$ cat config.mk
export PLATFORM = sky130hd
export DESIGN_NAME = loop_sequencer
export DESIGN_NICKNAME = d
export VERILOG_FILES = /design/src/rtl/loop_sequencer.sv
export SDC_FILE = /design/constraint.sdc
export NUM_CORES = 1
export LEC_CHECK = 0
export ABC_AREA = 1
export CAP_MARGIN = 20
export CELL_PAD_IN_SITES_DETAIL_PLACEMENT = 1
export CELL_PAD_IN_SITES_GLOBAL_PLACEMENT = 1
export CORE_MARGIN = 2
export CORE_UTILIZATION = 29
export CTS_CLUSTER_DIAMETER = 30
export DETAILED_ROUTE_END_ITERATION = 16
export PLACE_DENSITY_LB_ADDON = 0.1
export SLEW_MARGIN = 10
export SYNTH_ARGS = -nofsm -noshare
export SYNTH_HDL_FRONTEND = slang
export SYNTH_SLANG_ARGS = --single-unit
$ cat constraint.sdc
create_clock -name clk -period 1.61 [get_ports clk]
set_input_delay 0.322 -clock clk [delete_from_list [all_inputs] [get_ports clk]]
set_output_delay 0.322 -clock clk [all_outputs]
set_load 0.01 [all_outputs]
$ cat src/rtl/loop_sequencer.sv
// Step sequencer for the 8-track looper: drives the shared step address, record/clear
// writes into the note store, and merges the read-back notes into one playable vector.
module loop_sequencer #(
   parameter int unsigned TICKS_PER_STEP = 6250000,
   parameter int unsigned LOOP_STEPS     = 128,
   parameter int unsigned STEP_W         = 7
) (
   input  logic              clk,
   input  logic              reset,
   input  logic              play_en,
   input  logic              rec_arm,
   input  logic [2:0]        rec_track,
   input  logic              overdub,
   input  logic              clear_req,
   input  logic [7:0]        keys,
   input  logic [7:0]        track_mute,
   input  logic [63:0]       notes_q,
   output logic [STEP_W-1:0] trackCount,
   output logic [7:0]        trackChooser,
   output logic [7:0]        dataIn,
   output logic              step_tick,
   output logic [7:0]        mix_out,
   output logic              busy
);

   localparam int unsigned TICK_W = (TICKS_PER_STEP > 1) ? $clog2(TICKS_PER_STEP) : 1;
   localparam logic [TICK_W-1:0] LAST_TICK = TICK_W'(TICKS_PER_STEP - 1);
   localparam logic [STEP_W-1:0] LAST_STEP = STEP_W'(LOOP_STEPS - 1);

   typedef enum logic [1:0] {
      IDLE,
      PLAY,
      CLEAR
   } seqState;

   seqState           state, stateNext;
   logic [TICK_W-1:0] tick, tickNext;
   logic [STEP_W-1:0] countNext;
   logic [7:0]        keyAcc, keyAccNext;
   logic [7:0]        mixNext;
   logic [2:0]        clearTrack, clearTrackNext;
   logic [7:0]        trackNotes [8];
   logic [7:0]        mergedNotes;
   logic [7:0]        chooserComb, dataComb;
   logic              stepComb, busyComb;

   always_comb begin
      mergedNotes = '0;
      for (int unsigned t = 0; t < 8; t++) begin
         trackNotes[t] = notes_q[8*t +: 8];
         if (!track_mute[t]) mergedNotes = mergedNotes | trackNotes[t];
      end
   end

   always_comb begin
      stateNext      = state;
      tickNext       = tick;
      countNext      = trackCount;
      keyAccNext     = keyAcc;
      mixNext        = mix_out;
      clearTrackNext = clearTrack;
      chooserComb    = '0;
      dataComb       = '0;
      stepComb       = 1'b0;
      busyComb       = 1'b0;

      unique case (state)
         IDLE: begin
            mixNext = keys;
            if (clear_req) begin
               stateNext      = CLEAR;
               countNext      = '0;
               tickNext       = '0;
               clearTrackNext = rec_track;
            end else if (play_en) begin
               stateNext = PLAY;
               tickNext  = '0;
            end
         end

         PLAY: begin
            stepComb   = (tick == '0);
            keyAccNext = ((tick == '0) ? 8'h00 : keyAcc) | keys;
            if (tick >= TICK_W'(2)) mixNext = mergedNotes | keys;
            if (clear_req) begin
               // Clear wins over a pending write; the position is abandoned.
               stateNext      = CLEAR;
               countNext      = '0;
               tickNext       = '0;
               clearTrackNext = rec_track;
            end else if (tick == LAST_TICK) begin
               if (rec_arm) begin
                  chooserComb[rec_track] = 1'b1;
                  dataComb = keyAcc | keys | (overdub ? trackNotes[rec_track] : 8'h00);
               end
               tickNext  = '0;
               countNext = (trackCount == LAST_STEP) ? '0 : trackCount + STEP_W'(1);
               if (!play_en) stateNext = IDLE;
            end else begin
               tickNext = tick + TICK_W'(1);
            end
         end

         CLEAR: begin
            busyComb                = 1'b1;
            chooserComb[clearTrack] = 1'b1;
            mixNext                 = keys;
            if (trackCount == LAST_STEP) begin
               stateNext = IDLE;
               countNext = '0;
               tickNext  = '0;
            end else begin
               countNext = trackCount + STEP_W'(1);
            end
         end

         default: stateNext = IDLE;
      endcase

      // Gate with reset so a reset landing mid-clear cannot commit a write on that edge.
      if (!reset) begin
         chooserComb = '0;
         dataComb    = '0;
         stepComb    = 1'b0;
         busyComb    = 1'b0;
      end
   end

   assign trackChooser = chooserComb;
   assign dataIn       = dataComb;
   assign step_tick    = stepComb;
   assign busy         = busyComb;

   always_ff @(posedge clk) begin
      if (!reset) begin
         state      <= IDLE;
         tick       <= '0;
         trackCount <= '0;
         keyAcc     <= '0;
         mix_out    <= '0;
         clearTrack <= '0;
      end else begin
         state      <= stateNext;
         tick       <= tickNext;
         trackCount <= countNext;
         keyAcc     <= keyAccNext;
         mix_out    <= mixNext;
         clearTrack <= clearTrackNext;
      end
   end

   chooserOneHot: assert property (@(posedge clk) $onehot0(trackChooser));
   dataIdleZero:  assert property (@(posedge clk) (trackChooser == '0) |-> (dataIn == '0));

endmodule
==> results of run 1 <==
layout make-up:
type,instances,area share (%)
tap,184,2.78
inverter,136,6.54
multi-input combinational,531,40.9
sequential,51,12.7
clock buffer,6,1.68
timing repair buffer,305,35.0
clock inverter,2,0.468
cells in the mapped netlist:
library cell  count
inv_1           130
xor2_1            2
nand3b_1          3
buf_2             6
nand3_4           1
buf_4             3
nand2_1         146
nor3_1            6
o211ai_1          5
a21oi_1          58
dfxtp_1          51
inv_4             1
nand3_1          36
nand3_2           3
o21ai_1           8
clkbuf_1         12
buf_8             1
buf_6             2
nor2_4            8
nand4_1          10
buf_1             1
nor2_1          117
and3_1            1
o21ai_0          70
o22ai_1          27
nand2_2          10
a21oi_2           3
inv_2             5
or2_2             2
ha_1              8
nor2_2            6
nand2_4           1
cell families after synthesis:
family	count (synthesis)	share of synthesized area (%)
and+or+nand+nor	350	36.4
AOI/OAI and AO/OA	171	21.5
buffers and inverters	161	15.3
DFF	51	24.0
adders and majority gates	8	2.35
xor gates and xnor gates	2	0.412
routing by layer:
layer,routed length (um),global-route usage [%]
met5,0,0
met2,11300,46.9
met1,10100,35.5
met3,888,3.47
met4,354,5.88
worst register-to-register path, cell delays in order (launching register included):
cell	delay [ns]
dfxtp_4	0.38
buf_6	0.11
inv_6	0.03
ha_4	0.16
buf_6	0.11
buf_6	0.10
buf_8	0.13
nand2_4	0.07
nand3_4	0.19
buf_8	0.23
nor2_4	0.12
xor2_1	0.18
nor2_1	0.06
report_power, final:
group	total [uW]	internal [uW]	switching (uW)	leakage, uW
sequential	1460	1370	83.7	0.000424
clock	1360	785	570	0.0000875
combinational	2860	1400	1460	0.00311
total	5670	3560	2110	0.00362
worst paths after layout:
path,startpoint,endpoint,cells past startpoint
setup / recovery,state[1]$_SDFFE_PN0P_,dataIn[3],10
setup reg to reg,state[0]$_SDFFE_PN0P_,tick[13]$_SDFFE_PN0P_,12
hold reg to reg,keyAcc[6]$_SDFFE_PN0P_,keyAcc[6]$_SDFFE_PN0P_,2
hold / removal,keyAcc[6]$_SDFFE_PN0P_,keyAcc[6]$_SDFFE_PN0P_,2
state kept, by name (all words and copies together), names as in the netlist:
signal	flops
state	2
mix_out	8
clearTrack	3
trackCount	7
keyAcc	8
tick	23
through the flow:
stage | instances | power, uW
final | 1215 | 5670
after global routing | 1215 | 5940
after CTS | 1203 | 5260
after detailed placement | 1175 | 3530
after global placement | 1175 | 3450
after floorplan | 743 | 2390
timing repair:
| item | in CTS | in global routing |
|---|---|---|
| setup endpoints to repair | 62 | 67 |
| buffers inserted | 19 | 23 |
| hold buffers | 0 | 0 |
| cloned | 2 | 0 |
| pin swaps | 56 | 53 |
| gates resized for setup | 229 | 132 |
==> results.py, run 1 <==
metrics = {
    "status": {
        "status": "finished with violations",
        "violations": "negative setup slack",
    },
    "sta": {
        "slew_viol_final": 0,
        "setup_tns_ns": -18.98,
        "worst_pin_slew_ns": 0.384,
        "clock.fmax_mhz": 461,
        "post-route-period-util_pct": 135,
        "period_needed_ns": 2.17,
        "hold_viol_final": 0,
        "hold_ws_ns": 0.468,
        "final-setup-viol-count": 58,
        "relSlewSlack_pct": 74.2,
        "rsz0062_at_grt": "true",
        "fin_ws_ns": -0.558,
        "skew_ns": 0.0166,
    },
    "clock_tree": {
        "cts_tree": "done",
        "clkSinkCount": 51,
        "clk_latency_ns": 0.31,
        "h-tree-depth": 2,
        "path_clk_slew_ns": 0.08,
        "clockBufferDepth": 2,
        "cts-buffers-inserted": 5,
        "ctsRootBufferMaster": "clkbuf_16",
    },
    "routing": {
        "vias_per_cell": 5.00,
        "wirelength_um": 22600,
        "ant_nets": 0,
        "vias": 6074,
        "wire_per_inst_um": 18.6,
        "drt-pass1-iter-count": 4,
        "drt_iter0_markers": 296,
        "drc": 0,
    },
    "worst_setup_path": {
        "slowest_delay_ns": 0.33,
        "path_buf_inv": 5,
        "start_kind": "flop",
        "cpMaxStageDelayCell": "dfxtp_2",
        "arrival_ns": 1.85,
        "worstPathCellList": "inv_2 -> ha_4 -> inv_4 -> nor2_4 -> inv_4 -> nor2_4 -> nand3_4 -> buf_12 -> a21oi_4 -> buf_6",
        "crit_type": "flop to output pin",
        "cp.required_ns": 1.29,
        "cpLargestDelayFamily": "buffers and inverters",
        "end_kind": "output pin",
        "worst-path-max-fanout": 8,
        "worst-r2r-setup-slack_ns": -0.34,
    },
    "global_route": {
        "grtUsageTotal_pct": 26.9,
        "grt_first_pass_wirelength_um": 34200,
        "antenna_found_initial": 0,
        "grt_pass1_vias": 6482,
        "gr-total-overflow": 0,
        "grt_max_degree": 22,
    },
    "yosys": {
        "synthesis.nets": 840,
        "synth_cell_type_count": 32,
        "syn_area_um2": 4250,
        "synth_top_area_share_pct": 24.0,
        "syn_avg_cell_area_um2": 5.73,
        "yosys_register_bits": 51,
        "synth_warnings": 0,
        "synth_top_area_cell": "dfxtp_1",
        "ys_seq_area_share_pct": 24.0,
        "synthTopCellsByArea": "dfxtp_1, nand2_1, inv_1",
        "synth_cells": 743,
    },
    "finish": {
        "post-route-util_pct": 57.5,
        "nNetsFinal": 1127,
        "final_area_um2": 8290,
        "final_cell_mix": "buf_4, inv_1, nand2_1",
        "area_growth_pct": 94.8,
        "n_antenna_cell": 0,
        "drive_above_1_share_pct": 40.7,
        "final_common_cell": "buf_4",
        "multi_input_area_um2": 3390,
        "nFillCells": 1808,
        "area.sequential_um2": 1050,
    },
    "placed_design": {
        "globalplace.congestion": 0.909,
        "dp_hpwl_um": 16100,
        "port_buffers": 121,
        "place_area_um2": 7010,
        "pre_cts_ws_ns": -1.09,
    },
    "power_and_ir_drop": {
        "ir_worst_vdd_v": 0.000514,
        "power_density_nw_per_um2": 685,
        "p_leak_uw": 0.00362,
    },
    "hold_path": {
        "hold_path.class": "flop to flop",
    },
    "floorplan": {
        "fp-row-count": 44,
        "dieHeight_um": 125,
        "start_util_pct": 29.5,
        "die_w_um": 125,
        "io_pins": 122,
        "die-area_um2": 15700,
        "coreArea_um2": 14400,
    },
    "flow_run": {
        "max_cap_violations": 0,
    },
}
No activity file was read; power rests on OpenSTA's default activity.
==> run 2, diff against run 1 <==
ABC_AREA = not set   (was 1)
CORE_UTILIZATION = 30   (was 29)
TNS_END_PERCENT = 100   (was not set)
==> results.py, run 2 <==
metrics = {
    "routing": {
        "drt-pass1-iter-count": 4,
        "ant_nets": 0,
        "vias_per_cell": 5.27,
        "wirelength_um": 17800,
        "drc": 0,
        "wire_per_inst_um": 18.7,
        "drt_iter0_markers": 166,
        "vias": 5029,
    },
    "yosys": {
        "yosys_register_bits": 51,
        "async_reset_ff_share_pct": 0,
        "synthesis.nets": 592,
        "yosys-top-cells-count": "inv_1, dfxtp_1, nor2_1",
        "ys.flop_type": "dfxtp_1",
        "synth_cells": 495,
        "yosysMostFrequentCell": "inv_1",
        "syn_avg_cell_area_um2": 7.64,
        "synth_warnings": 0,
        "synthTopCellsByArea": "dfxtp_1, mux4_2, inv_1",
        "synth_top_area_cell": "dfxtp_1",
        "synth_edf_count": 0,
        "syn_area_um2": 3780,
        "synth_cell_type_count": 52,
        "ys_seq_area_share_pct": 27.0,
        "synth_top_area_share_pct": 27.0,
    },
    "hold_path": {
        "hold_path.class": "flop to flop",
        "min_from": "mix_out[1]$_SDFFE_PN0P_",
    },
    "clock_tree": {
        "ctsRootBufferMaster": "clkbuf_16",
        "cts-buffers-inserted": 5,
        "cts_tree": "done",
        "clockBufferDepth": 2,
        "path_clk_slew_ns": 0.07,
        "clkSinkCount": 51,
        "cts.hold.buffers_added": 0,
        "h-tree-depth": 2,
        "clk_latency_ns": 0.30,
    },
    "sta": {
        "slew_viol_final": 0,
        "final-setup-viol-count": 66,
        "period_needed_ns": 2.69,
        "relSlewSlack_pct": 53.9,
        "rsz0062_at_grt": "true",
        "skew_ns": 0.00567,
        "post-route-period-util_pct": 167,
        "fin_ws_ns": -1.08,
        "hold_viol_final": 0,
        "clock.fmax_mhz": 372,
        "worst_pin_slew_ns": 0.686,
    },
    "worst_setup_path": {
        "start_kind": "flop",
        "cp-endpoint": "trackChooser[0]",
        "worst_r2r_endpoint": "tick[21]$_SDFFE_PN0P_",
        "r2r_start": "tick[21]$_SDFFE_PN0P_",
        "arrival_ns": 2.37,
        "worst-path-max-fanout": 4,
        "end_kind": "output pin",
        "startpoint": "tick[6]$_SDFFE_PN0P_",
        "cp.required_ns": 1.29,
        "reg2regPathDepth": 11,
        "worst-r2r-setup-slack_ns": -0.80,
        "crit_type": "flop to output pin",
    },
    "placed_design": {
        "globalplace.congestion": 0.856,
        "dp.cells": 916,
        "port_buffers": 121,
        "place_area_um2": 6560,
        "pre_cts_ws_ns": -1.34,
        "dp_hpwl_um": 13100,
    },
    "status": {
        "status": "finished with violations",
        "violations": "negative setup slack",
    },
    "finish": {
        "final_common_cell": "buf_4",
        "layoutNonFillerInstCount": 955,
        "final_cell_mix": "buf_4, clkdlybuf4s50_1, inv_1",
        "top_regs": "tick x23, keyAcc x8, mix_out x8",
        "nFillCells": 1457,
        "largest_reg_flops": 23,
        "drive_above_1_share_pct": 41.6,
        "final_area_um2": 7330,
        "nNetsFinal": 879,
        "n_antenna_cell": 0,
        "largest-register": "tick",
        "area_growth_pct": 93.9,
    },
    "global_route": {
        "grtUsageTotal_pct": 27.2,
        "grt_pass1_vias": 5612,
        "antenna_found_initial": 0,
        "gr-total-overflow": 0,
        "grt_first_pass_wirelength_um": 28700,
        "grt_max_degree": 18,
    },
    "floorplan": {
        "dieHeight_um": 116,
        "io_pins": 122,
        "coreArea_um2": 12500,
        "die-area_um2": 13500,
        "start_util_pct": 30.3,
        "fp-row-count": 41,
        "die_w_um": 116,
    },
    "power_and_ir_drop": {
        "p_leak_uw": 0.00313,
        "power_density_nw_per_um2": 559,
        "ir_worst_vdd_v": 0.000356,
    },
    "flow_run": {
        "max_cap_violations": 0,
    },
}
==> run 2: changes by cell type in the layout (fill, tap and decap cells not counted), moves of 23 or more <==
cell     previous run  this run
o21ai_0            47        15
nand2_2            38         2
inv_1             115        71
nand2_1           104        23
buf_4             132       155
nor2_1             94        30
buf_6              44        21
==> run 2: how the worst min path moves through the flow <==
stage / slack [ns] / cells past startpoint / to
finish: 0.51 / 2 / mix_out[1]$_SDFFE_PN0P_
floorplan: 0.47 / 2 / keyAcc[7]$_SDFFE_PN0P_
detailed placement: 0.50 / 2 / tick[20]$_SDFFE_PN0P_
global route: 0.53 / 2 / mix_out[4]$_SDFFE_PN0P_
CTS: 0.51 / 2 / tick[20]$_SDFFE_PN0P_
global placement: 0.48 / 2 / tick[20]$_SDFFE_PN0P_
==> run 2: cells by family after synthesis <==
kind of cell | count (synthesis) | share of synthesized area, %
and+or+nand+nor | 169 | 24.4
AOI/OAI and AO/OA | 138 | 22.8
buffers and inverters | 101 | 10.7
DFF | 51 | 27.0
muxes | 19 | 10.3
xor gates and xnor gates | 9 | 2.09
adders and majority gates | 8 | 2.65
==> run 2: final cells by class <==
class / count / area, um^2 / share of cell area (%)
Clock inverter: 1 / 5.00 / 0.0683
Sequential cell: 51 / 1040 / 14.2
Inverter: 73 / 274 / 3.74
Timing Repair Buffer: 307 / 2800 / 38.2
Tap cell: 172 / 215 / 2.94
Clock buffer: 7 / 164 / 2.24
Multi-Input combinational cell: 344 / 2840 / 38.7
==> run 2: power by group <==
| part | internal, uW | switching [uW] |
|---|---|---|
| Combinational | 839 | 671 |
| Sequential | 1310 | 52.3 |
| Clock | 712 | 510 |
| Total | 2870 | 1230 |
==> run 2: worst max-delay path: stages (launching register included) <==
cell	delay [ns]
dfxtp_2	0.32
or4_4	0.54
or2_4	0.26
nor4_4	0.24
buf_4	0.20
nand3b_1	0.10
buf_6	0.14
o21ai_2	0.11
buf_2	0.14
==> run 2: routing by layer <==
metal	global-route usage (%)	share of wire, %	up-vias
met4	9.92	2.6	0
met3	3.84	4.0	30
met2	51.2	54	142
met5	0	0	-
li1	-	-	2388
met1	31.0	40	2469
==> run 2: stage by stage <==
stage / util [%] / hold slack [ns] / power (uW) / TNS (ns)
after CTS: 57.6 / 0.506 / 4070 / -43.42
final: 58.8 / 0.507 / 4100 / -48.84
after global routing: 58.8 / 0.532 / 4260 / -53.78
after detailed placement: 52.6 / 0.498 / 2650 / -47.17
after floorplan: - / 0.467 / 1930 / -15.26
after global placement: 52.6 / 0.482 / 2610 / -44.92
==> run 2: what timing repair did <==
action                     in CTS  in global routing
gates cloned                    5                  0
setup buffers                  20                  7
gates resized for setup       139                 24
pin swaps                      22                 13
setup endpoints to repair      75                 66
==> run 3, diff against run 2 <==
PLACE_DENSITY = 0.74   (was not set)
PLACE_DENSITY_LB_ADDON = not set   (was 0.1)
==> results.py, run 3 (synthesized netlist as in run 2, its figures left out) <==
metrics = {
    "worst_setup_path": {
        "worst-path-max-fanout": 7,
        "startpoint": "tick[4]$_SDFFE_PN0P_",
        "cp.required_ns": 1.29,
        "r2r_start": "tick[4]$_SDFFE_PN0P_",
        "start_kind": "flop",
        "worst-r2r-setup-slack_ns": -0.97,
        "cp-endpoint": "dataIn[5]",
        "end_kind": "output pin",
        "crit_type": "flop to output pin",
        "worst_r2r_endpoint": "trackCount[4]$_SDFFE_PN0P_",
        "arrival_ns": 2.49,
        "reg2regPathDepth": 9,
    },
    "placed_design": {
        "dp_hpwl_um": 14400,
        "globalplace.congestion": 0.906,
        "port_buffers": 121,
    },
    "status": {
        "violations": "negative setup slack",
        "status": "finished with violations",
    },
    "sta": {
        "worst_pin_slew_ns": 0.772,
        "rsz0062_at_grt": "true",
        "final-setup-viol-count": 65,
        "post-route-period-util_pct": 175,
        "fin_ws_ns": -1.20,
        "skew_ns": 0.0100,
        "period_needed_ns": 2.81,
        "slew_viol_final": 0,
        "relSlewSlack_pct": 48.0,
        "hold_viol_final": 0,
        "clock.fmax_mhz": 355,
    },
    "clock_tree": {
        "clockBufferDepth": 2,
        "cts-buffers-inserted": 5,
        "path_clk_slew_ns": 0.07,
        "cts_tree": "done",
        "ctsRootBufferMaster": "clkbuf_16",
        "clkSinkCount": 51,
        "clk_latency_ns": 0.30,
        "h-tree-depth": 2,
        "cts.hold.buffers_added": 0,
    },
    "floorplan": {
        "io_pins": 122,
        "die_w_um": 116,
        "start_util_pct": 30.3,
        "dieHeight_um": 116,
        "fp-row-count": 41,
        "die-area_um2": 13500,
        "coreArea_um2": 12500,
    },
    "flow_run": {
        "max_cap_violations": 0,
    },
    "routing": {
        "wirelength_um": 21000,
        "drt_iter0_markers": 313,
        "wire_per_inst_um": 22.1,
        "ant_nets": 0,
        "vias_per_cell": 5.65,
        "drc": 0,
        "drt-pass1-iter-count": 6,
        "vias": 5358,
    },
    "global_route": {
        "gr-total-overflow": 0,
        "antenna_found_initial": 1,
        "grt_first_pass_wirelength_um": 29900,
        "grt_max_degree": 24,
        "grtUsageTotal_pct": 28.5,
        "grt_pass1_vias": 5699,
    },
    "finish": {
        "nFillCells": 1445,
        "drive_above_1_share_pct": 41.9,
        "largest-register": "tick",
        "final_cell_mix": "buf_4, clkdlybuf4s50_1, inv_1",
        "area_growth_pct": 91.3,
        "top_regs": "tick x23, keyAcc x8, mix_out x8",
        "largest_reg_flops": 23,
        "post-route-util_pct": 58.0,
        "final_common_cell": "buf_4",
        "nNetsFinal": 871,
    },
    "power_and_ir_drop": {
        "power_density_nw_per_um2": 551,
        "ir_worst_vdd_v": 0.000388,
        "p_total_uw": 3980,
        "p_leak_uw": 0.00308,
    },
    "hold_path": {
        "hold_path.class": "flop to flop",
    },
}
==> run 3: changes by cell type in the layout (fill, tap and decap cells not counted), sizes merged <==
cell	delta
buf	-7
clkbuf	-2
clkdlybuf4s50	-1
clkinvlp	+1
diode	+1
dlygate4sd2	-1
dlymetal6s2s	+1
inv	+1
==> run 3: worst min path at each step <==
stage | start | endpoint | slack (ns) | depth (start not counted)
after global routing | mix_out[7]$_SDFFE_PN0P_ | mix_out[7]$_SDFFE_PN0P_ | 0.53 | 2
after floorplan | keyAcc[7]$_SDFFE_PN0P_ | keyAcc[7]$_SDFFE_PN0P_ | 0.47 | 2
after detailed placement | keyAcc[6]$_SDFFE_PN0P_ | keyAcc[6]$_SDFFE_PN0P_ | 0.50 | 2
after CTS | keyAcc[6]$_SDFFE_PN0P_ | keyAcc[6]$_SDFFE_PN0P_ | 0.52 | 2
after global placement | keyAcc[6]$_SDFFE_PN0P_ | keyAcc[6]$_SDFFE_PN0P_ | 0.49 | 2
final | mix_out[7]$_SDFFE_PN0P_ | mix_out[7]$_SDFFE_PN0P_ | 0.50 | 2
==> run 3: metrics by stage <==
stage               hold WS, ns  TNS (ns)  area [um^2]  worst slack (ns)  cells
CTS                       0.518    -34.12         6960             -1.05    935
global route              0.534    -56.56         7230             -1.28    948
finish                    0.504    -52.77         7230             -1.20    948
detailed placement        0.498    -45.05         6550             -1.38    917
floorplan                 0.467    -15.26         4030            -0.585    495
global placement          0.492    -40.91         6550             -1.28    917
==> run 3: power breakdown <==
part / switching, uW / internal [uW] / total, uW / leakage (uW)
Sequential: 59.9 / 1310 / 1370 / 0.000420
Combinational: 709 / 793 / 1500 / 0.00259
Clock: 530 / 576 / 1110 / 0.0000701
==> run 3: final cells by class <==
class / instances / area (um^2) / area share [%]
well taps: 172 / 215 / 2.98
clock inverters: 3 / 18.8 / 0.260
repair buffers: 299 / 2670 / 37.0
diodes: 1 / 2.50 / 0.0346
clock buffers: 5 / 125 / 1.73
inverters: 73 / 277 / 3.82
flip-flops and latches: 51 / 1040 / 14.4
multi-input cells: 344 / 2880 / 39.8
==> run 3: worst max-delay path, stage by stage, from the launching register on <==
cell	delay, ns
dfxtp_2	0.32
or4_4	0.54
buf_4	0.16
buf_6	0.12
nor4_4	0.30
nand4_1	0.16
buf_6	0.18
buf_4	0.13
nor2_2	0.11
buf_2	0.17
==> run 3: layer usage <==
metal  GRT usage, %  routed length (um)  vias up
met5              0                   0        -
met4           12.5                1180        0
met3           5.19                1170       85
met2           50.4               10600      254
met1           33.7                8000     2648
li1               -                   -     2371
==> run 3: repair_timing <==
action,in CTS,in global routing
setup buffers,9,14
resized for setup,139,41
setup endpoints to repair,75,70
gates cloned,2,0
pin swaps,13,17
